## src/rtl/keypad_pkg.sv

```systemverilog
// Shared types and helpers for the keypad scanner: matrix geometry, FSM states
// and the row-pattern decoder.
package keypad_pkg;

    localparam int unsigned NUM_ROWS = 4;
    localparam int unsigned NUM_COLS = 4;
    localparam int unsigned KEY_W    = 4;

    typedef enum logic [1:0] {
        SCAN,
        PRESS_DB,
        HELD,
        RELEASE_DB
    } state_e;

    // Returns {valid_single, row_idx[1:0]}; rows are active-low.
    function automatic logic [2:0] row_decode(input logic [NUM_ROWS-1:0] rows);
        logic [2:0]  res;
        int unsigned lows;
        res  = 3'b000;
        lows = 0;
        for (int i = 0; i < NUM_ROWS; i++) begin
            if (!rows[i]) begin
                lows++;
                res[1:0] = i[1:0];
            end
        end
        res[2] = (lows == 1);
        return res;
    endfunction

endpackage

```

## src/rtl/keypad_scan_debounce_if.sv

```systemverilog
// Keypad matrix lines plus the accepted-key outputs. The master side is the
// scanner; the slave side is the keypad and the downstream consumer.
interface keypad_scan_debounce_if;
    import keypad_pkg::*;

    logic [NUM_ROWS-1:0]          row_in;
    logic [NUM_COLS-1:0]          col_out;
    logic [NUM_ROWS*NUM_COLS-1:0] onehot;
    logic [KEY_W-1:0]             key_idx;
    logic                         key_valid;

    modport master (
        input  row_in,
        output col_out,
        output onehot,
        output key_idx,
        output key_valid
    );

    modport slave (
        output row_in,
        input  col_out,
        input  onehot,
        input  key_idx,
        input  key_valid
    );

endinterface

```

## src/rtl/sync_2ff.sv

```systemverilog
// Two-flop synchronizer for asynchronous inputs; resets to all-ones so that
// idle (pulled-up) lines read as released.
module sync_2ff #(
    parameter int unsigned Width = 4
) (
    input  logic             clk,
    input  logic             rst_n,
    input  logic [Width-1:0] d_i,
    output logic [Width-1:0] q_o
);

    logic [Width-1:0] meta_q;
    logic [Width-1:0] sync_q;

    always_ff @(posedge clk or negedge rst_n) begin
        if (!rst_n) begin
            meta_q <= '1;
            sync_q <= '1;
        end else begin
            meta_q <= d_i;
            sync_q <= meta_q;
        end
    end

    assign q_o = sync_q;

endmodule

```

## src/rtl/keypad_scan_debounce.sv

```systemverilog
// 4x4 keypad column scanner with press/release debounce; holds the last
// accepted key as a one-hot code and pulses key_valid once per accepted press.
module keypad_scan_debounce
    import keypad_pkg::*;
#(
    parameter int unsigned SCAN_DIV       = 50000,
    parameter int unsigned DEBOUNCE_SCANS = 8,
    parameter int unsigned CNT_W          = 16
) (
    input logic                    clk,
    input logic                    rst_n,
    keypad_scan_debounce_if.master kp
);

    localparam int unsigned NumKeys = NUM_ROWS * NUM_COLS;
    localparam int unsigned DbW     = $clog2(DEBOUNCE_SCANS + 1);

    localparam logic [CNT_W-1:0]    CntLast  = CNT_W'(SCAN_DIV - 1);
    localparam logic [DbW-1:0]      DbTarget = DbW'(DEBOUNCE_SCANS);
    localparam logic [NUM_COLS-1:0] ColOne   = 1;
    localparam logic [NumKeys-1:0]  KeyOne   = 1;

    state_e             state_q, state_d;
    logic [CNT_W-1:0]   cnt_q, cnt_d;
    logic [1:0]         col_q, col_d;
    logic [1:0]         cand_row_q, cand_row_d;
    logic [DbW-1:0]     db_q, db_d;
    logic [NumKeys-1:0] onehot_q, onehot_d;
    logic [KEY_W-1:0]   key_idx_q, key_idx_d;
    logic               key_valid_q, key_valid_d;

    logic [NUM_ROWS-1:0] rows_s;
    logic [2:0]          dec;
    logic                tick, single, none;
    logic [1:0]          row_idx;
    logic [DbW-1:0]      db_inc;

    sync_2ff #(
        .Width(NUM_ROWS)
    ) u_row_sync (
        .clk  (clk),
        .rst_n(rst_n),
        .d_i  (kp.row_in),
        .q_o  (rows_s)
    );

    assign dec     = row_decode(rows_s);
    assign single  = dec[2];
    assign row_idx = dec[1:0];
    assign none    = (rows_s == '1);
    assign tick    = (cnt_q == CntLast);
    assign db_inc  = (db_q == DbTarget) ? db_q : db_q + 1'b1;

    always_comb begin
        state_d     = state_q;
        cnt_d       = tick ? '0 : cnt_q + 1'b1;
        col_d       = col_q;
        cand_row_d  = cand_row_q;
        db_d        = db_q;
        onehot_d    = onehot_q;
        key_idx_d   = key_idx_q;
        key_valid_d = 1'b0;

        if (tick) begin
            unique case (state_q)
                SCAN: begin
                    if (single) begin
                        cand_row_d = row_idx;
                        db_d       = DbW'(1);
                        state_d    = PRESS_DB;
                    end else begin
                        col_d = col_q + 1'b1;
                    end
                end
                PRESS_DB: begin
                    if (single && (row_idx == cand_row_q)) begin
                        db_d = db_inc;
                        if (db_inc == DbTarget) begin
                            onehot_d    = KeyOne << {col_q, cand_row_q};
                            key_idx_d   = {col_q, cand_row_q};
                            key_valid_d = 1'b1;
                            state_d     = HELD;
                        end
                    end else begin
                        db_d    = '0;
                        col_d   = col_q + 1'b1;
                        state_d = SCAN;
                    end
                end
                HELD: begin
                    if (none) begin
                        db_d    = DbW'(1);
                        state_d = RELEASE_DB;
                    end
                end
                RELEASE_DB: begin
                    if (none) begin
                        db_d = db_inc;
                        if (db_inc == DbTarget) begin
                            db_d    = '0;
                            col_d   = col_q + 1'b1;
                            state_d = SCAN;
                        end
                    end else begin
                        state_d = HELD;
                    end
                end
                default: state_d = SCAN;
            endcase
        end
    end

    always_ff @(posedge clk or negedge rst_n) begin
        if (!rst_n) begin
            state_q     <= SCAN;
            cnt_q       <= '0;
            col_q       <= '0;
            cand_row_q  <= '0;
            db_q        <= '0;
            onehot_q    <= '0;
            key_idx_q   <= '0;
            key_valid_q <= 1'b0;
        end else begin
            state_q     <= state_d;
            cnt_q       <= cnt_d;
            col_q       <= col_d;
            cand_row_q  <= cand_row_d;
            db_q        <= db_d;
            onehot_q    <= onehot_d;
            key_idx_q   <= key_idx_d;
            key_valid_q <= key_valid_d;
        end
    end

    assign kp.col_out   = ~(ColOne << col_q);
    assign kp.onehot    = onehot_q;
    assign kp.key_idx   = key_idx_q;
    assign kp.key_valid = key_valid_q;

endmodule
```

## src/flat_wrapper.sv

```systemverilog
// flat-port wrapper written by rule: the top's interface ports become plain ports
module keypad_scan_debounce_flat import keypad_pkg::*;
#(
    parameter int unsigned SCAN_DIV       = 50000,
    parameter int unsigned DEBOUNCE_SCANS = 8,
    parameter int unsigned CNT_W          = 16
)
  (clk, rst_n, kp_row_in, kp_col_out, kp_onehot, kp_key_idx, kp_key_valid);
  keypad_scan_debounce_if kp_i ();
  input logic clk;
  input logic rst_n;
  input wire logic [$bits(kp_i.row_in)-1:0] kp_row_in;
  output wire logic [$bits(kp_i.col_out)-1:0] kp_col_out;
  output wire logic [$bits(kp_i.onehot)-1:0] kp_onehot;
  output wire logic [$bits(kp_i.key_idx)-1:0] kp_key_idx;
  output wire logic [$bits(kp_i.key_valid)-1:0] kp_key_valid;
  assign kp_i.row_in = kp_row_in;
  assign kp_col_out = kp_i.col_out;
  assign kp_onehot = kp_i.onehot;
  assign kp_key_idx = kp_i.key_idx;
  assign kp_key_valid = kp_i.key_valid;
  keypad_scan_debounce #(.SCAN_DIV(SCAN_DIV), .DEBOUNCE_SCANS(DEBOUNCE_SCANS), .CNT_W(CNT_W)) u_core (.clk(clk), .rst_n(rst_n), .kp(kp_i));
endmodule
```

## config.mk

```make
export PLATFORM = sky130hd
export DESIGN_NAME = keypad_scan_debounce_flat
export DESIGN_NICKNAME = d
export VERILOG_FILES = /design/src/rtl/keypad_pkg.sv /design/src/rtl/keypad_scan_debounce_if.sv /design/src/rtl/sync_2ff.sv /design/src/rtl/keypad_scan_debounce.sv /design/src/flat_wrapper.sv
export SDC_FILE = /design/constraint.sdc
export NUM_CORES = 1
export LEC_CHECK = 0
export BUFFER_PORTS_ARGS = -buffer_cell sky130_fd_sc_hd__clkbuf_2
export CAP_MARGIN = 10
export CORE_UTILIZATION = 45
export DETAILED_ROUTE_END_ITERATION = 10
export GPL_TIMING_DRIVEN = 0
export HOLD_SLACK_MARGIN = 0.02
export PLACE_DENSITY = 0.74
export SYNTH_ARGS = -nofsm -noshare
export SYNTH_HDL_FRONTEND = slang
export SYNTH_HIERARCHICAL = 1
export SYNTH_SLANG_ARGS = --single-unit
```

## constraint.sdc

```tcl
create_clock -name clk -period 3.1 [get_ports clk]
set_input_delay 0.31 -clock clk [delete_from_list [all_inputs] [get_ports clk]]
set_output_delay 0.31 -clock clk [all_outputs]
set_load 0.02 [all_outputs]
```

# Word level (Yosys, flattened, before mapping)
# Index checks and enable logic that the tools add are counted.
# classes
addsub,6
mul,0
n_div,0
magnitude_cmp,0
n_eq_ne,17
shifts,2
mux,31
bitwise_logic,1
n_reduce_logical,8
# ops
operator,count
2-to-1 mux 32 bit,3
"adder 32 x 1 -> 32 bit, second input constant",2
"equality test 32 x 1 -> 1 bit, second input constant",1
2-to-1 mux 2 bit,12
2-to-1 mux 4 bit,6
"adder 16 x 1 -> 16 bit, second input constant",1
"equality test 16 bit, second input constant",1
2-to-1 mux 16 bit,1
one-hot mux 4 bit (4 select lines),1
"<< shifter 1 x 4 -> 16 bit, first input constant",1
"equality test 4 bit, second input constant",3
"!= test 2 x 1 -> 1 bit, second input constant",4
one-hot mux 2 bit (4 select lines),1
AND reduction 4 bit,2
2-to-1 mux 1 bit,6
"!= test 3 bit, second input constant",2
one-hot mux 2 bit (3 select lines),1
AND reduction 6 bit,1
AND reduction 5 bit,1
"adder 4 x 1 -> 4 bit, second input constant",1
"equality test 2 bit, second input constant",2
"!= test 2 bit, second input constant",2
inverter 4 bit,1
"<< shifter 1 x 2 -> 4 bit, first input constant",1
8 further kinds,8
# word_totals
reg_bits,55
latchBits,0
ram_bits,0
rom_bits,0
in_bits,6
out_inout_bits,25
word_cells,75
memories,0

# Logic depth before layout (Yosys ltp)
# Gate-level depths: netlist (run 1).
# depth
ltp_word,12
ltp_mapped,13

# By module
# The synthesis (run 1) kept the hierarchy.
# modules_own_cells
module,instances,cells_each,area_each_um2,seq_area_each_um2
keypad_scan_debounce,1,256,2537.4,1176.1
sync_2ff,1,8,210.2,210.2

# Least setup slack after synthesis (run 1)
# OpenSTA, ideal clock, no wires.
# synth_timing
path_type,register -> register
from,register u_core.u_row_sync.sync_q[1] (netlist: u_core/u_row_sync/q_o[1])
to,register u_core.col_q[1]
setup_ns,0.125
arrival_ns,2.675
t_required_ns,2.975
slack_ns,0.300
stages_incl_launch_ff,11
n_path_buf,0
synth_period_minus_slack_ns,2.800
path_cell_list,dfstp_2 inv_1 ha_1 xnor2_1 ha_1 nor4b_1 or4_4 nand4_1 o21ai_1 nor2_2 mux2_2
# synth_via
elab_chain_len,9
# synth_lines
element,line_no,text
start: declaration,sync_2ff.sv:13,logic [Width-1:0] sync_q;
start signal: assignment,sync_2ff.sv:21,sync_q <= meta_q;
2-to-1 mux 32 bit,keypad_pkg.sv:23,if (!rows[i]) begin
adder 32 x 1 -> 32 bit,keypad_pkg.sv:24,lows++;
2-to-1 mux 32 bit,keypad_pkg.sv:23,
adder 32 x 1 -> 32 bit,keypad_pkg.sv:24,
2-to-1 mux 32 bit,keypad_pkg.sv:23,
equality test 32 x 1 -> 1 bit,keypad_pkg.sv:28,res[2] = (lows == 1);
logical AND 1 bit,keypad_scan_debounce.sv:76,if (single && (row_idx == cand_row_q)) begin
!= test 2 bit (no line),n/a,
AND reduction 6 bit (no line) (*),n/a,
end signal: assignment,keypad_scan_debounce.sv:126,col_q <= col_d;
end: declaration,keypad_scan_debounce.sv:25,"logic [1:0] col_q, col_d;"
# Mark *: on every way between the ends. The rest lies on a longest branch, timed or not.
# A chain may end at the register's enable or synchronous reset.

# Worst setup path after layout (run 1)
# Ends and elaborated chain as after synthesis.

==> metrics.txt, run 1 <==
# TYPE chip_impl_metric gauge
chip_impl_info{name="outcome",value="completed"} 1
chip_impl_info{name="timing_worst_setup_path_type",value="reg -> reg"} 1
chip_impl_metric{name="clock_skew",unit="ns"} 0.0125
chip_impl_metric{name="cp_num_cells",unit=""} 10
chip_impl_metric{name="number_of_setup_violations_in_the_final_report",unit=""} 0
chip_impl_metric{name="stdcell_area",unit="mm²"} 0.00317
chip_impl_metric{name="area_delta_synth_final",unit="%"} 15.4
chip_impl_metric{name="post_layout_nonfiller_instances",unit=""} 381
chip_impl_metric{name="ys.warnings.count",unit=""} 6
chip_impl_info{name="cp_slowest_cell",value="sky130_fd_sc_hd__dfstp_2"} 1
chip_impl_info{name="cp-start-kind",value="flip-flop"} 1
chip_impl_metric{name="drt-pass1-iter-count",unit=""} 4
chip_impl_info{name="cp_top_family",value="simple AND/OR/NAND/NOR gates"} 1
chip_impl_metric{name="placedCellCount",unit=""} 370
chip_impl_metric{name="placement_rows",unit=""} 28
chip_impl_metric{name="dieHeight",unit="µm"} 80.1
chip_impl_metric{name="leftover_overflow_at_the_end_of_global_routing",unit=""} 0
chip_impl_metric{name="critPathMaxFanout",unit=""} 6
chip_impl_metric{name="crit_path_max_incr_delay",unit="ns"} 0.58
chip_impl_metric{name="postSynthRegisterBits",unit=""} 55
chip_impl_metric{name="num_vias",unit=""} 2015
chip_impl_metric{name="number_of_antenna_violations_at_the_first_check_in_global_routing",unit=""} 0
chip_impl_metric{name="ios",unit=""} 31
chip_impl_metric{name="design_power_total",unit="mW"} 1.27
chip_impl_metric{name="via_count_of_the_first_global_routing_pass",unit=""} 1906
chip_impl_metric{name="post_placement_worst_setup_slack",unit="ns"} 0.0943
chip_impl_metric{name="die_area",unit="mm²"} 0.00642
chip_impl_metric{name="drv_slew",unit=""} 0
chip_impl_metric{name="diodes",unit=""} 0
chip_impl_info{name="critPathCaptureType",value="flip-flop"} 1
chip_impl_metric{name="post_route_cells_drive_above_1_share",unit=""} 0.248
chip_impl_metric{name="final_wtd_congestion",unit=""} 0.796
chip_impl_metric{name="io_buffers",unit=""} 30
chip_impl_info{name="min_path_type",value="in -> reg"} 1
chip_impl_metric{name="slew_limit_headroom",unit=""} 0.652
chip_impl_metric{name="max_cap_check_violation_count",unit=""} 0
chip_impl_metric{name="dieWidth",unit="µm"} 80.1
chip_impl_metric{name="synth_cells",unit=""} 264
chip_impl_metric{name="wl_per_cell",unit="µm"} 13.3
chip_impl_metric{name="critical_path.n_buffers_inverters",unit=""} 1
chip_impl_metric{name="drc_errors_left",unit=""} 0
chip_impl_metric{name="placed_area",unit="mm²"} 0.00301
chip_impl_metric{name="worst-r2r-cell-count",unit=""} 10
chip_impl_metric{name="worst_slack",unit="ns"} 0.119
chip_impl_info{name="top_flip_flop_cell_by_instance_count_after_synthesis",value="sky130_fd_sc_hd__dfrtp_1"} 1
chip_impl_metric{name="period_minus_slack",unit="ns"} 2.98
chip_impl_metric{name="depth_of_the_cts_h_tree",unit=""} 2
chip_impl_metric{name="fillerInstances",unit=""} 516
chip_impl_metric{name="hold_depth",unit=""} 1
chip_impl_metric{name="clkLatencyLatePin",unit="ns"} 0.31
chip_impl_metric{name="postRouteWirelength",unit="µm"} 5060
chip_impl_metric{name="power.density_cell_area",unit="mW/mm²"} 400
chip_impl_metric{name="ant_nets",unit=""} 0
chip_impl_metric{name="synth.lib_cells_used.distinct",unit=""} 49
chip_impl_metric{name="ys_async_sr_fraction",unit=""} 1.00
chip_impl_metric{name="globalRouteTotalUtil",unit=""} 0.174
chip_impl_metric{name="worst_ep_arrival_time",unit="ns"} 3.17
chip_impl_metric{name="maximum_number_of_pins_on_one_net_before_global_route_repair",unit=""} 37
chip_impl_metric{name="ctsLongestPathBuffers",unit=""} 2
chip_impl_metric{name="layout.core_utilization",unit=""} 0.536
chip_impl_metric{name="cts_sinks",unit=""} 55
chip_impl_metric{name="avgSynthCellArea",unit="µm²"} 10.4
chip_impl_metric{name="timing.final.crit_share",unit=""} 0.962
chip_impl_metric{name="path_clk_slew",unit="ns"} 0.09
chip_impl_metric{name="synthesis.area",unit="mm²"} 0.00275
chip_impl_metric{name="floorplan.initialDensity",unit=""} 0.464
chip_impl_metric{name="detailedRoute.firstIterationViolations",unit=""} 105
chip_impl_metric{name="setup_total_negative_slack",unit="ns"} 0
chip_impl_metric{name="synth_nets",unit=""} 281
chip_impl_metric{name="drt-vias-per-instance",unit=""} 5.29
chip_impl_metric{name="core-area",unit="mm²"} 0.00592
chip_impl_metric{name="numCtsBuffers",unit=""} 5
chip_impl_metric{name="hpwlAfterDp",unit="µm"} 3660
chip_impl_metric{name="worst_slew_pin_slew",unit="ns"} 0.521
chip_impl_info{name="tritoncts",value="built"} 1
chip_impl_metric{name="yosysSeqAreaShare",unit=""} 0.505
chip_impl_metric{name="global_route_wire_length_before_repair",unit="µm"} 8540
chip_impl_info{name="crit_path_cell_trace",value="inv_1 > ha_2 > xnor2_1 > ha_1 > nor4b_2 > or4_4 > nand4_1 > o21ai_2 > nor2_2 > mux2_2"} 1
chip_impl_metric{name="ir_drop",unit="mV"} 0.419
chip_impl_metric{name="synth_edf_count",unit=""} 0
chip_impl_metric{name="critical_path_required",unit="ns"} 3.29
chip_impl_metric{name="p_leak",unit="nW"} 1.45
chip_impl_metric{name="clock.fmax",unit="GHz"} 0.335
chip_impl_metric{name="finalHoldViolations",unit=""} 0
chip_impl_metric{name="worst_slack_on_hold_paths",unit="ns"} 0.0738
chip_impl_info{name="clock_tree.root_cell",value="sky130_fd_sc_hd__clkbuf_8"} 1
chip_impl_metric{name="final_nets",unit=""} 322
==> power by group <==
part	total [mW]	switching (mW)	internal [mW]
clock network	0.475	0.234	0.241
logic	0.0637	0.0380	0.0257
registers	0.729	0.00267	0.726
total	1.27	0.274	0.993
==> registers in the layout, summed over array words and instances (netlist names) <==
| signal | count |
|---|---|
| u_core/u_row_sync/meta_q | 4 |
| u_core/cand_row_q | 2 |
| u_core/col_q | 2 |
| u_core/u_row_sync/q_o | 4 |
| u_core/db_q | 4 |
| u_core/kp.key_idx | 4 |
| u_core/kp.onehot | 16 |
| u_core/kp.key_valid | 1 |
| u_core/cnt_q | 16 |
| u_core/state_q | 2 |
==> final cells by class <==
type | count | area (µm²) | share of cell area
Timing Repair Buffer | 34 | 195 | 0.0616
Sequential cell | 55 | 1390 | 0.437
Multi-Input combinational cell | 178 | 1240 | 0.391
Buffer | 12 | 71.3 | 0.0225
Clock inverter | 3 | 42.5 | 0.0134
Tap cell | 75 | 93.8 | 0.0296
Inverter | 19 | 71.3 | 0.0225
Clock buffer | 5 | 68.8 | 0.0217
==> kinds of logic after synthesis <==
kind of cell | Yosys count | synth area share
mux | 5 | 0.0205
xor+xnor | 18 | 0.0574
simple gates | 102 | 0.194
buf+inv | 31 | 0.0505
flops | 55 | 0.505
fa+ha+maj | 11 | 0.0501
compound gates | 42 | 0.123
==> Yosys cell counts (all sizes together), types with 5 or more instances <==
cell type	n	area, µm²
dfrtp	47	1180
nand2	38	143
inv	19	71.3
nor2	17	66.3
xnor2	12	105
ha	11	138
o21ai	9	45.0
o31ai	9	67.6
dfstp	8	210
nand3	8	40.0
buf	7	46.3
nand4	6	43.8
o41ai	6	52.6
xor2	6	52.6
a21oi	5	25.0
and2	5	33.8
clkbuf	5	21.3
mux2	5	56.3
==> metal layers <==
layer / part of all wire / global-route usage
met3: 0.041 / 0.0375
met1: 0.45 / 0.214
met4: 0.012 / 0.0679
met2: 0.50 / 0.297
met5: 0 / 0
==> final timing paths <==
kind                                                  start                     endpoint  slack, ns
worst min-delay path                           kp_row_in[2]  u_core/u_row_sync/meta_q[2]       0.07
worst max register to register     u_core/u_row_sync/q_o[1]              u_core/col_q[1]       0.12
min in group asynchronous                             rst_n          u_core/kp.key_valid       0.50
max in group asynchronous                             rst_n     u_core/u_row_sync/q_o[3]       1.98
worst max-delay path               u_core/u_row_sync/q_o[1]              u_core/col_q[1]       0.12
worst min register to register  u_core/u_row_sync/meta_q[0]     u_core/u_row_sync/q_o[0]       0.36
==> layout by cell type, fill, tap and decap left out, types with 3 or more instances in the layout <==
cell	Yosys	routed
sky130_fd_sc_hd__o21ai_0	8	8
sky130_fd_sc_hd__buf_2	4	4
sky130_fd_sc_hd__nand4_1	5	5
sky130_fd_sc_hd__buf_4	2	3
sky130_fd_sc_hd__inv_1	19	19
sky130_fd_sc_hd__clkbuf_2	2	32
sky130_fd_sc_hd__dfstp_2	8	8
sky130_fd_sc_hd__clkbuf_1	3	3
sky130_fd_sc_hd__and2_1	4	4
sky130_fd_sc_hd__a21oi_1	5	5
sky130_fd_sc_hd__nand3_1	8	8
sky130_fd_sc_hd__xor2_1	6	6
sky130_fd_sc_hd__ha_1	11	10
sky130_fd_sc_hd__and3_1	3	3
sky130_fd_sc_hd__nand2_1	38	38
sky130_fd_sc_hd__mux2_2	5	5
sky130_fd_sc_hd__nor3_1	4	4
sky130_fd_sc_hd__dfrtp_1	47	47
sky130_fd_sc_hd__o41ai_1	6	6
sky130_fd_sc_hd__clkbuf_8	0	5
sky130_fd_sc_hd__o31ai_1	9	9
sky130_fd_sc_hd__nand2b_1	4	4
sky130_fd_sc_hd__xnor2_1	12	12
sky130_fd_sc_hd__nor2_1	16	16
==> repair_timing <==
action                                  4_1_cts  5_1_grt
hold buffers                                  1        0
hold endpoints to repair                     15        0
endpoints found under the setup margin        0       10
resized for setup                             0        5
buffers inserted                              0        2
Note: power is estimated with default switching activity, not from simulation.
==> inputs of run 2 (changes only) <==
Settings changed: REMOVE_ABC_BUFFERS set to 1.
Clock period 3.1 ns to 3 ns, I/O delays scaled along.
==> run 2 against run 1 <==
Fmax up 3.6%. Die area unchanged. Total power up 4.9%. Largest cell class unchanged.
==> metrics.txt, run 2 (synthesis results as in run 1) <==
# TYPE chip_impl_metric gauge
chip_impl_metric{name="cts_sinks",unit=""} 55
chip_impl_metric{name="numCtsBuffers",unit=""} 5
chip_impl_metric{name="clock.fmax",unit="GHz"} 0.348
chip_impl_metric{name="p_leak",unit="nW"} 1.49
chip_impl_info{name="worst_r2r_endpoint",value="u_core/col_q[1]"} 1
chip_impl_metric{name="core-area",unit="mm²"} 0.00592
chip_impl_metric{name="worst_slack_on_hold_paths",unit="ns"} 0.0637
chip_impl_metric{name="timing.reg2reg.setup_slack",unit="ns"} 0.12
chip_impl_metric{name="dieWidth",unit="µm"} 80.1
chip_impl_info{name="critPathCaptureType",value="flip-flop"} 1
chip_impl_metric{name="placement_rows",unit=""} 28
chip_impl_metric{name="critPathMaxFanout",unit=""} 6
chip_impl_metric{name="worst_slew_pin_slew",unit="ns"} 0.898
chip_impl_metric{name="area_delta_synth_final",unit="%"} 17.4
chip_impl_metric{name="timing.final.crit_share",unit=""} 0.959
chip_impl_metric{name="hpwlAfterDp",unit="µm"} 3540
chip_impl_info{name="timing_worst_setup_path_type",value="reg -> reg"} 1
chip_impl_metric{name="number_of_setup_violations_in_the_final_report",unit=""} 0
chip_impl_metric{name="path_clk_slew",unit="ns"} 0.10
chip_impl_info{name="tritoncts",value="built"} 1
chip_impl_metric{name="post_route_cells_drive_above_1_share",unit=""} 0.262
chip_impl_metric{name="num_vias",unit=""} 2072
chip_impl_metric{name="drv_slew",unit=""} 0
chip_impl_metric{name="leftover_overflow_at_the_end_of_global_routing",unit=""} 0
chip_impl_metric{name="number_of_antenna_violations_at_the_first_check_in_global_routing",unit=""} 0
chip_impl_metric{name="floorplan.initialDensity",unit=""} 0.464
chip_impl_info{name="layout_common_cells",value="sky130_fd_sc_hd__dfrtp_1 (47), sky130_fd_sc_hd__nand2_1 (38), sky130_fd_sc_hd__clkbuf_2 (30)"} 1
chip_impl_metric{name="ant_nets",unit=""} 0
chip_impl_metric{name="die_area",unit="mm²"} 0.00642
chip_impl_metric{name="crit_path_max_incr_delay",unit="ns"} 0.57
chip_impl_metric{name="slew_limit_headroom",unit=""} 0.402
chip_impl_metric{name="detailedRoute.firstIterationViolations",unit=""} 100
chip_impl_metric{name="depth_of_the_cts_h_tree",unit=""} 2
chip_impl_metric{name="maximum_number_of_pins_on_one_net_before_global_route_repair",unit=""} 38
chip_impl_metric{name="period_minus_slack",unit="ns"} 2.88
chip_impl_metric{name="fillerInstances",unit=""} 498
chip_impl_metric{name="io_buffers",unit=""} 30
chip_impl_metric{name="placed_area",unit="mm²"} 0.00294
chip_impl_metric{name="dieHeight",unit="µm"} 80.1
chip_impl_metric{name="ios",unit=""} 31
chip_impl_metric{name="stdcell_area",unit="mm²"} 0.00323
chip_impl_metric{name="drc_errors_left",unit=""} 0
chip_impl_metric{name="power.density_cell_area",unit="mW/mm²"} 412
chip_impl_metric{name="diodes",unit=""} 0
chip_impl_info{name="cp_slowest_cell",value="sky130_fd_sc_hd__dfstp_2"} 1
chip_impl_info{name="most_common_cell_after_layout_fill_and_taps_aside",value="sky130_fd_sc_hd__dfrtp_1"} 1
chip_impl_metric{name="clkLatencyLatePin",unit="ns"} 0.31
chip_impl_metric{name="drt-pass1-iter-count",unit=""} 4
chip_impl_metric{name="critical_path.n_buffers_inverters",unit=""} 1
chip_impl_info{name="critical_path.startpoint",value="u_core/u_row_sync/q_o[0]"} 1
chip_impl_metric{name="max_cap_check_violation_count",unit=""} 0
chip_impl_metric{name="worst-r2r-cell-count",unit=""} 10
chip_impl_metric{name="via_count_of_the_first_global_routing_pass",unit=""} 1963
chip_impl_info{name="min_path_type",value="in -> reg"} 1
chip_impl_metric{name="postRouteWirelength",unit="µm"} 5400
chip_impl_metric{name="final_nets",unit=""} 314
chip_impl_info{name="outcome",value="completed"} 1
chip_impl_metric{name="global_route_wire_length_before_repair",unit="µm"} 8900
chip_impl_metric{name="clock_skew",unit="ns"} 0.00744
chip_impl_info{name="rr_startpoint",value="u_core/u_row_sync/q_o[0]"} 1
chip_impl_metric{name="globalRouteTotalUtil",unit=""} 0.176
chip_impl_metric{name="ctsLongestPathBuffers",unit=""} 2
chip_impl_metric{name="cp_num_cells",unit=""} 10
chip_impl_metric{name="drt-vias-per-instance",unit=""} 5.55
chip_impl_metric{name="worst_ep_arrival_time",unit="ns"} 3.08
chip_impl_metric{name="ir_drop",unit="mV"} 0.309
chip_impl_metric{name="final_wtd_congestion",unit=""} 0.802
chip_impl_info{name="cp-endpoint",value="u_core/col_q[1]"} 1
chip_impl_metric{name="wl_per_cell",unit="µm"} 14.5
chip_impl_info{name="crit_path_cell_trace",value="inv_1 > ha_4 > xnor2_1 > ha_1 > nor4b_1 > or4_4 > nand4_1 > o21ai_2 > nor2_2 > mux2_2"} 1
chip_impl_metric{name="finalHoldViolations",unit=""} 0
chip_impl_info{name="cp_top_family",value="simple AND/OR/NAND/NOR gates"} 1
chip_impl_info{name="cp-start-kind",value="flip-flop"} 1
chip_impl_info{name="rsz0062_at_grt",value="false"} 1
chip_impl_info{name="clock_tree.root_cell",value="sky130_fd_sc_hd__clkbuf_8"} 1
chip_impl_metric{name="critical_path_required",unit="ns"} 3.20
-- run 2: through the flow --
step	util	std cells	TNS, ns	worst slack [ns]	total power [mW]
global route	0.545	373	0	0.0167	1.38
global placement	0.494	357	-5.66	-0.412	0.823
floorplan	-	252	-0.525	-0.0666	0.801
finish	0.545	373	0	0.123	1.33
CTS	0.533	370	0	0.0351	1.34
detailed placement	0.497	358	-8.12	-0.615	0.828
-- run 2: area by class of cell --
cell class / count / area [µm²] / share of cell area
multi-input combinational: 180 / 1350 / 0.417
clock inverter: 2 / 35.0 / 0.0109
timing repair buffer: 36 / 210 / 0.0652
sequential: 55 / 1390 / 0.430
clock buffer: 6 / 82.6 / 0.0256
inverter: 19 / 71.3 / 0.0221
tap: 75 / 93.8 / 0.0291
-- run 2: worst min path at each step --
| stage | start | to | slack [ns] | cells after the start |
|---|---|---|---|---|
| after floorplan | rst_n | u_core/cand_row_q[0] | 0.004 | 0 |
| after global placement | u_core/u_row_sync/meta_q[3] | u_core/u_row_sync/q_o[3] | 0.35 | 0 |
| after detailed placement | rst_n | u_core/kp.key_valid | 0.30 | 1 |
| after CTS | kp_row_in[1] | u_core/u_row_sync/meta_q[1] | 0.05 | 1 |
| after global routing | kp_row_in[3] | u_core/u_row_sync/meta_q[3] | 0.05 | 1 |
| final | kp_row_in[2] | u_core/u_row_sync/meta_q[2] | 0.06 | 1 |
-- run 2: where the power goes --
group | switching [mW] | internal, mW
logic | 0.0404 | 0.0268
registers | 0.00562 | 0.751
clock network | 0.236 | 0.270
-- run 2: repair_timing --
action	in CTS	in global routing
pin swaps	1	1
endpoints found under the hold margin	18	0
buffers inserted	1	3
endpoints found under the setup margin	22	25
gates resized for setup	7	7
cloned	2	0
hold buffers	1	0
-- run 2: layer usage --
metal | GRT usage | vias up | share of wire
li1 | - | 987 | -
met2 | 0.293 | 53 | 0.50
met4 | 0.0643 | 0 | 0.017
met1 | 0.225 | 1022 | 0.44
met3 | 0.0375 | 10 | 0.041
met5 | 0 | - | 0
